## config.mk

```make
export PLATFORM = sky130hd
export DESIGN_NAME = act_mem_readout
export DESIGN_NICKNAME = d
export VERILOG_FILES = /design/src/rtl/act_mem_readout.sv
export SDC_FILE = /design/constraint.sdc
export NUM_CORES = 1
export LEC_CHECK = 0
export ABC_AREA = 1
export CORE_MARGIN = 4
export CORE_UTILIZATION = 57
export CTS_CLUSTER_SIZE = 8
export DETAILED_ROUTE_END_ITERATION = 8
export PLACE_DENSITY = 0.86
export SYNTH_ARGS = -nofsm -noshare
export SYNTH_HDL_FRONTEND = slang
export SYNTH_SLANG_ARGS = --single-unit
```

## constraint.sdc

```tcl
create_clock -name clk -period 2.7 [get_ports clk]
set_input_delay 0.54 -clock clk [delete_from_list [all_inputs] [get_ports clk]]
set_output_delay 0.54 -clock clk [all_outputs]
set_load 0.1 [all_outputs]
```

## src/rtl/act_mem_readout.sv

```systemverilog
// Activation-memory read-back path: reads a contiguous run of rows from SRAM
// and streams them to the external host port through a 2-entry output buffer.
module act_mem_readout #(
   parameter int DATA_WIDTH = 32,
   parameter int ADDR_WIDTH = 14,
   parameter int LEN_WIDTH  = 15
) (
   input  logic                  clk,
   input  logic                  reset,
   input  logic                  start,
   input  logic [ADDR_WIDTH-1:0] base_addr,
   input  logic [LEN_WIDTH-1:0]  length,
   output logic                  mem_rd_en,
   output logic [ADDR_WIDTH-1:0] mem_rd_addr,
   input  logic                  mem_rd_gnt,
   input  logic [DATA_WIDTH-1:0] mem_rd_data,
   output logic                  out_valid,
   input  logic                  out_ready,
   output logic [DATA_WIDTH-1:0] out_data,
   output logic                  out_last,
   output logic                  busy,
   output logic                  done
);

   typedef enum logic [1:0] {
      IDLE  = 2'd0,
      READ  = 2'd1,
      DRAIN = 2'd2,
      DONE  = 2'd3
   } state_e;

   localparam logic [LEN_WIDTH-1:0] LEN_ONE = LEN_WIDTH'(1);

   state_e                state_q, state_d;
   logic [ADDR_WIDTH-1:0] rd_ptr_q, rd_ptr_d;
   logic [LEN_WIDTH-1:0]  rd_left_q, rd_left_d;
   logic [LEN_WIDTH-1:0]  out_left_q, out_left_d;
   logic                  inflight_q, inflight_d;
   logic [1:0]            occ_q, occ_d;
   logic                  head_q, head_d;
   logic [DATA_WIDTH-1:0] fifo_q [2];
   logic [DATA_WIDTH-1:0] fifo_d [2];

   logic accept;
   logic pop;
   logic start_go;
   logic tail;

   assign accept   = mem_rd_en & mem_rd_gnt;
   assign pop      = out_valid & out_ready;
   assign start_go = (state_q == IDLE) & start;
   assign tail     = head_q ^ occ_q[0];

   always_ff @(posedge clk or negedge reset) begin
      if (!reset) begin
         state_q <= IDLE;
      end else begin
         state_q <= state_d;
      end
   end

   always_comb begin
      state_d = state_q;
      case (state_q)
         IDLE:    if (start) state_d = (length == '0) ? DONE : READ;
         READ:    if (accept && rd_left_q == LEN_ONE) state_d = DRAIN;
         DRAIN:   if (pop && out_left_q == LEN_ONE) state_d = DONE;
         DONE:    state_d = IDLE;
         default: state_d = IDLE;
      endcase
   end

   // A request is only issued when the row it returns is guaranteed a free slot.
   always_comb begin
      mem_rd_en   = (state_q == READ) &&
                    (({1'b0, occ_q} + {2'b00, inflight_q}) < 3'd2);
      mem_rd_addr = rd_ptr_q;
      out_valid   = (occ_q != 2'd0);
      out_data    = fifo_q[head_q];
      out_last    = out_valid && (out_left_q == LEN_ONE);
      busy        = (state_q != IDLE) && (state_q != DONE);
      done        = (state_q == DONE);
   end

   always_comb begin
      rd_ptr_d   = rd_ptr_q;
      rd_left_d  = rd_left_q;
      out_left_d = out_left_q;
      head_d     = head_q;
      fifo_d     = fifo_q;
      inflight_d = accept;
      if (start_go) begin
         rd_ptr_d   = base_addr;
         rd_left_d  = length;
         out_left_d = length;
      end
      if (accept) begin
         rd_ptr_d  = rd_ptr_q + 1'b1;
         rd_left_d = rd_left_q - LEN_ONE;
      end
      if (inflight_q) begin
         fifo_d[tail] = mem_rd_data;
      end
      if (pop) begin
         head_d     = ~head_q;
         out_left_d = out_left_q - LEN_ONE;
      end
      occ_d = occ_q + {1'b0, inflight_q} - {1'b0, pop};
   end

   // Clearing inflight on reset drops any SRAM data still on its way back.
   always_ff @(posedge clk or negedge reset) begin
      if (!reset) begin
         rd_ptr_q   <= '0;
         rd_left_q  <= '0;
         out_left_q <= '0;
         inflight_q <= 1'b0;
         occ_q      <= 2'd0;
         head_q     <= 1'b0;
         fifo_q[0]  <= '0;
         fifo_q[1]  <= '0;
      end else begin
         rd_ptr_q   <= rd_ptr_d;
         rd_left_q  <= rd_left_d;
         out_left_q <= out_left_d;
         inflight_q <= inflight_d;
         occ_q      <= occ_d;
         head_q     <= head_d;
         fifo_q[0]  <= fifo_d[0];
         fifo_q[1]  <= fifo_d[1];
      end
   end

endmodule

```

======== Yosys cells after proc, flatten, opt, wreduce, memory -nomap -nowiden ========
Cells that the tools add are included.
storage, ports and cells
  output and inout port bits .............. 51
  logic and storage cells ................. 64
  bits in registers ....................... 114
cells by class
  reduce and logical (&&, ||, !) cells .... 13
  equal/unequal tests ..................... 9
  add/subtract/negate cells ............... 6
  muxes and demuxes ....................... 16
  $lt $le $gt $ge ......................... 4
  bitwise operators ....................... 7
operator list
  operator                                                              number
  32-bit 2-to-1 mux                                                     4
  64-bit bitwise mux                                                    1
  15-bit 2-to-1 mux                                                     3
  32-bit demux with 1-bit select                                        1
  15-bit by 1-bit == test with 1-bit output, second input constant      2
  15-bit by 1-bit subtractor with 15-bit output, second input constant  2
  14-bit 2-to-1 mux                                                     2
  15-bit zero test                                                      1
  14-bit by 1-bit adder with 14-bit output, second input constant       1
  2-bit 2-to-1 mux                                                      4
  2-bit != test, second input constant                                  4
  2-bit one-hot mux with 4 select lines                                 1
  2-bit nonzero test                                                    4
  1-bit logical AND                                                     6
  2-bit == test, second input constant                                  2
  2-bit >= comparator, second input constant                            2
  1-bit NOT with 2-bit output                                           2
  2-bit by 1-bit adder with 3-bit output                                1
  1-bit bitwise AND                                                     3
  3-bit by 2-bit < comparator with 1-bit output, second input constant  1
  3-bit AND reduction                                                   1
  2-bit by 1-bit adder with 2-bit output                                1
  2-bit by 1-bit == test with 1-bit output, second input constant       1
  2-bit zero test                                                       1
  other kinds (4)                                                       4

======== Longest topological paths before layout ========
Gate-level depths: netlist (run 1).
  depth in word-level cells ............... 7
  depth in mapped cells ................... 11
  mapped depth without buffers ............ 11

======== Least setup slack after synthesis (run 1) ========
Ideal clock, no wire load.
  path kind ............................... flip-flop to output port
  start point ............................. register head_q
  end point ............................... output port out_data[23]
  cell stages (with the launch flop) ...... 5
  slack ................................... -754 ps
  arrival ................................. 2,914 ps
  path buffers ............................ 2
  cells stage by stage .................... dfrtp_1 > inv_1 > clkbuf_1 > clkbuf_1 > o21ai_0
on the way
  cells in the longest elaborated chain, start to end .. 4
RTL lines
  what                                                  RTL line  text
  start, declared                                       40        logic head_q, head_d;
  start signal, assigned                                119       head_q <= 1'b0;
  start signal, assigned                                128       head_q <= head_d;
  1-bit NOT with 2-bit output (not written as such)     79        out_data = fifo_q[head_q];
  32-bit 2-to-1 mux (not written as such) (3 in a row)  79
  end, declared                                         19        output logic [DATA_WIDTH-1:0] out_data,
Every way passes these cells. The select of a mux whose other input is x is not followed.

======== Worst setup path after layout (run 1) ========
  start point ............................. register out_left_q[9]
  end point ............................... output port out_last
on the way
  cells in the longest elaborated chain, start to end .. 2
RTL lines
  what                                       RTL line  text
  start, declared                            37        logic [LEN_WIDTH-1:0] out_left_q, out_left_d;
  start signal, assigned                     125       out_left_q <= out_left_d;
  15-bit by 1-bit == test with 1-bit output  80        out_last = out_valid && (out_left_q == LEN_ONE);
  1-bit logical AND                          80
  end, declared                              20        output logic out_last,
Every way passes these cells.

==> reports/results.ini, run 1 <==
[sta]
fin_worst_skew_ps=7.89
finalSetupViolCount=0
max_freq_mhz=389
tightest_slew_ps=684
rsz0062_at_grt=false
hold_viol=0
slew_viol_final=0
max_slew_margin_pct=54.3
hold_ws_ps=24.5
tns_ps=0
period_share_pct=95.3
fin_crit_ps=2570

[synth]
synth_warnings=0
synth_top_area_cell=dfrtp_1
yosysMostFrequentCell=nand2_1
synth-edff-count=0
synth.area.top_cells=dfrtp_1, nand2_1, o21ai_0, mux2_4, inv_1
synth-compound-area-share_pct=12.7
synth_top_family_by_area=simple AND/OR/NAND/NOR gates
synthDominantCellAreaShare_pct=45.6
netlist_instances=761
synth_cell_type_count=40
synthFlopType=dfrtp_1
synth-xor-area-share_pct=1.52
synth_common_cells=nand2_1, dfrtp_1, inv_1
ys_seq_area_share_pct=45.6
synth_area_sq_um=6260
synth.mux.area_fraction_pct=7.55
synth-seq-cells=114
yosys.area_share.simple_pct=21.8
synth-async-reset-ratio_pct=100
syn_nets=839
synth_fa_ha_area_share_pct=2.40
avgSynthCellArea_sq_um=8.23

[route]
dr.pass1.iters=7
vias=5742
drtAntennaViolNets=0
finalWirelength_um=16700
via_per_inst=5.57
post_drt_wl_per_cell_um=16.2
remaining_drc_errors=0
drt_iter0_drc=448

[place]
dpl_cell_area_sq_um=7830
dpl.hpwl_um=11600
place_congestion=0.885
port_buffers=116
placed_cells=999

[outcome]
status=completed

[critical_path]
cp.required_ps=2160
r2r_cells=8
crit_path_end=out_last
endpoint_kind=primary output
critPathLaunchType=flop
cp-startpoint=out_left_q[9]
reg2reg_slack_ps=650
cp_max_fo=5
critical_path_class=reg -> out
r2r-start=state_q[1]
rr_endpoint=rd_left_q[1]
arrival_ps=2030

[floorplan]
dieArea_sq_um=12700
core_sq_um=10800
pin_count=117
die_h_um=113
start_util_pct=58.0
die_w_um=113
rows=38

[global_route]
grt_max_degree=52
grt_pass1_wl_um=27700
antenna_found_initial=0
grt_pass1_vias=5725
grt-ovfl-total=0
grt_usage_pct=27.0

[cts]
cts_tree=yes
cts_made_buffers=17
cts_buffer_depth=2
h-tree-depth=4
clk_pin_slew_ps=60
cts_sinks=114
postCtsSetupBuffers=0
root_buffer=clkbuf_8
cts_resized=1
insertion_delay_ps=520
cts-hold-fix-buffers=0

[cells_and_area]
multi_input_area_sq_um=2890
syn2layout_area_growth_pct=34.3
drive_gt1_share_pct=15.9
final_area_sq_um=8410
fin_cells=1031
regArea_sq_um=2850
nFillCells=717
layout.nets=956
antenna-diode-count=0

[job]
cap_violations=0

[min_path]
hp-class=in -> async

-- state kept, by name (all words and copies together), names as in the netlist --
name / flops
occ_q: 2
head_q: 1
inflight_q: 1
out_left_q: 15
state_q: 2
fifo_q: 64
rd_left_q: 15
mem_rd_addr: 14
-- worst max-delay path, cell delays in order, from the launching register on --
cell and delay, ps:
dfrtp_1 420, nor2_1 280, nand2_1 120, nor2_1 150, nand4_1 150, a21oi_2 190
buf_12 190
-- worst min path at each step --
stage                     cells past startpoint            to
after floorplan                               0     fifo_q[0]
after global placement                        2  rd_left_q[1]
after detailed placement                      2  rd_left_q[1]
after CTS                                     1        head_q
after global routing                          1    fifo_q[35]
final                                         1    fifo_q[35]
-- per-stage QoR --
stage,worst slack [ps],utilization [%]
2_1_floorplan,-754,-
3_3_place_gp,404,72.5
3_5_place_dp,291,72.5
4_1_cts,25.6,77.9
5_1_grt,8.85,77.9
6_report,127,77.9
-- final cells by class --
class / instances / area share, %
Clock buffer: 19 / 5.25
Timing Repair Buffer: 124 / 18.3
Sequential cell: 114 / 33.9
Inverter: 99 / 4.48
Clock inverter: 13 / 1.62
Tap cell: 140 / 2.08
Multi-Input combinational cell: 522 / 34.3
-- layer usage --
layer | GRT usage (%) | vias up | part of all wire, %
li1 | - | 2705 | -
met1 | 34.9 | 2776 | 42
met2 | 45.0 | 229 | 49
met3 | 5.99 | 32 | 6.9
met4 | 9.38 | 0 | 2.2
met5 | 0 | - | 0
-- cell families after synthesis --
group                    after synthesis
AO/OA/AOI/OAI                        142
flip-flops                           114
multiplexers                          32
adder cells (fa/ha/maj)               12
XOR/XNOR                              10
AND/OR/NAND/NOR                      326
buffers and inverters                125
-- cells in the final DEF, fill, tap and decap left out, drive strengths merged, types with 12 or more instances in the layout --
cell	instances
ha	12
a21oi	16
dfrtp	114
clkbuf	19
nor2	65
clkdlybuf4s50	64
buf	60
o21ai	94
nand3	42
inv	98
o211ai	15
mux2	32
nand2	204
Power of run 1 is left out: the tool's default activity adds up to more than one toggle a clock period on the data nets, which glitch-free logic cannot reach.
==> run 2, diff against run 1 <==
SETUP_SLACK_MARGIN = 0.4   (was not set)
==> run 2 against run 1 <==
Via count is 3.2% higher. Global-route usage is 1.5 points higher. Sequential share of layout area is 1.3 points lower. Largest cell class unchanged. Highest routed layer unchanged.
==> reports/results.ini, run 2 (synthesis results as in run 1) <==
[outcome]
status=completed

[floorplan]
die_h_um=113
core_sq_um=10800
die_w_um=113
rows=38
start_util_pct=58.0
pin_count=117
dieArea_sq_um=12700

[global_route]
grt-ovfl-total=0
grt_pass1_wl_um=29200
antenna_found_initial=0
grt_usage_pct=28.5
grt_pass1_vias=5848
grt_max_degree=65

[cells_and_area]
largest_reg_flops=64
layout.nets=984
regMostFlops=fifo_q
layout_commonest_cell=nand2_1
postLayoutCoreUtil_pct=81.1
antenna-diode-count=0
largestRegisters=fifo_q (64), out_left_q (15), rd_left_q (15)
most-common-layout-cells=nand2_1, dfrtp_1, inv_1
syn2layout_area_growth_pct=39.7
drive_gt1_share_pct=22.1

[sta]
hold_ws_ps=12.8
tightest_slew_ps=640
period_share_pct=89.2
fin_crit_ps=2410
finalSetupViolCount=0
fin_worst_skew_ps=8.26
max_freq_mhz=415
hold_viol=0
slew_viol_final=0
rsz0062_at_grt=true
max_slew_margin_pct=57.3
fin_ws_ps=292

[cts]
cts-hold-fix-buffers=0
h-tree-depth=4
clk_pin_slew_ps=60
root_buffer=clkbuf_8
cts_made_buffers=17
cts_tree=yes
insertion_delay_ps=510
cts_buffer_depth=2
cts_sinks=114

[place]
place_ws_ps=453
dpl.hpwl_um=11500
place_congestion=0.913
port_buffers=116

[critical_path]
cp_max_fo=2
critPathLaunchType=flop
crit_buf_inv=1
cpPeakStageDelay_ps=430
cp_top_family=simple AND/OR/NAND/NOR gates
crit_top_cell=nor2_4
cp.required_ps=2160
arrival_ps=1870
endpoint_kind=primary output
crit_chain=nor2_4 -> nand2_2 -> nor2_4 -> nand4_1 -> a21oi_2 -> buf_12
cpMaxStageDelayCell=dfrtp_1
critical_path_class=reg -> out

[min_path]
hp-class=in -> async

[route]
remaining_drc_errors=0
vias=5923
via_per_inst=5.60
drtAntennaViolNets=0
post_drt_wl_per_cell_um=16.9
drt_iter0_drc=538
finalWirelength_um=17900
dr.pass1.iters=5

[job]
cap_violations=0

[run 2: layout make-up]
type | instances | area, sq um
clock inverters | 10 | 109
flip-flops and latches | 114 | 2850
inverters | 99 | 379
fillers | 633 | 2040
multi-input cells | 522 | 3020
well taps | 140 | 175
repair buffers | 152 | 1760
clock buffers | 21 | 449
[run 2: repair_timing]
item | in CTS | in global routing
gates cloned | 2 | 0
setup buffers | 20 | 6
setup endpoints to repair | 32 | 13
gates resized for setup | 28 | 8
pin swaps | 5 | 7
hold endpoints to repair | 0 | 0
[run 2: per-stage QoR]
step	setup TNS, ps	cell area [sq um]	instances
after floorplan	-597	6300	761
after global placement	0	7830	999
after detailed placement	0	7830	999
after CTS	0	8680	1052
after global routing	0	8750	1058
final	0	8750	1058
[run 2: path summary, 6_finish.rpt]
| kind | startpoint | to | slack, ps | cells after the start |
|---|---|---|---|---|
| setup reg to reg | state_q[0] | mem_rd_addr[6] | 670 | 8 |
| hold reg to reg | rd_left_q[1] | rd_left_q[1] | 500 | 2 |
| setup / recovery | out_left_q[9] | out_last | 290 | 6 |
| min in group clk | rd_left_q[1] | rd_left_q[1] | 500 | 2 |
| hold / removal | reset | fifo_q[4] | 10 | 1 |
| max in group asynchronous | reset | out_left_q[11] | 1980 | 2 |
[run 2: layer usage]
layer / global-route usage [%] / vias up / routed length, um
met4: 8.33 / 0 / 379
met3: 5.08 / 44 / 1300
met5: 0 / - / 0
met2: 49.1 / 289 / 9090
met1: 36.9 / 2827 / 7130
li1: - / 2763 / -
Power of run 2 is left out for the same reason.
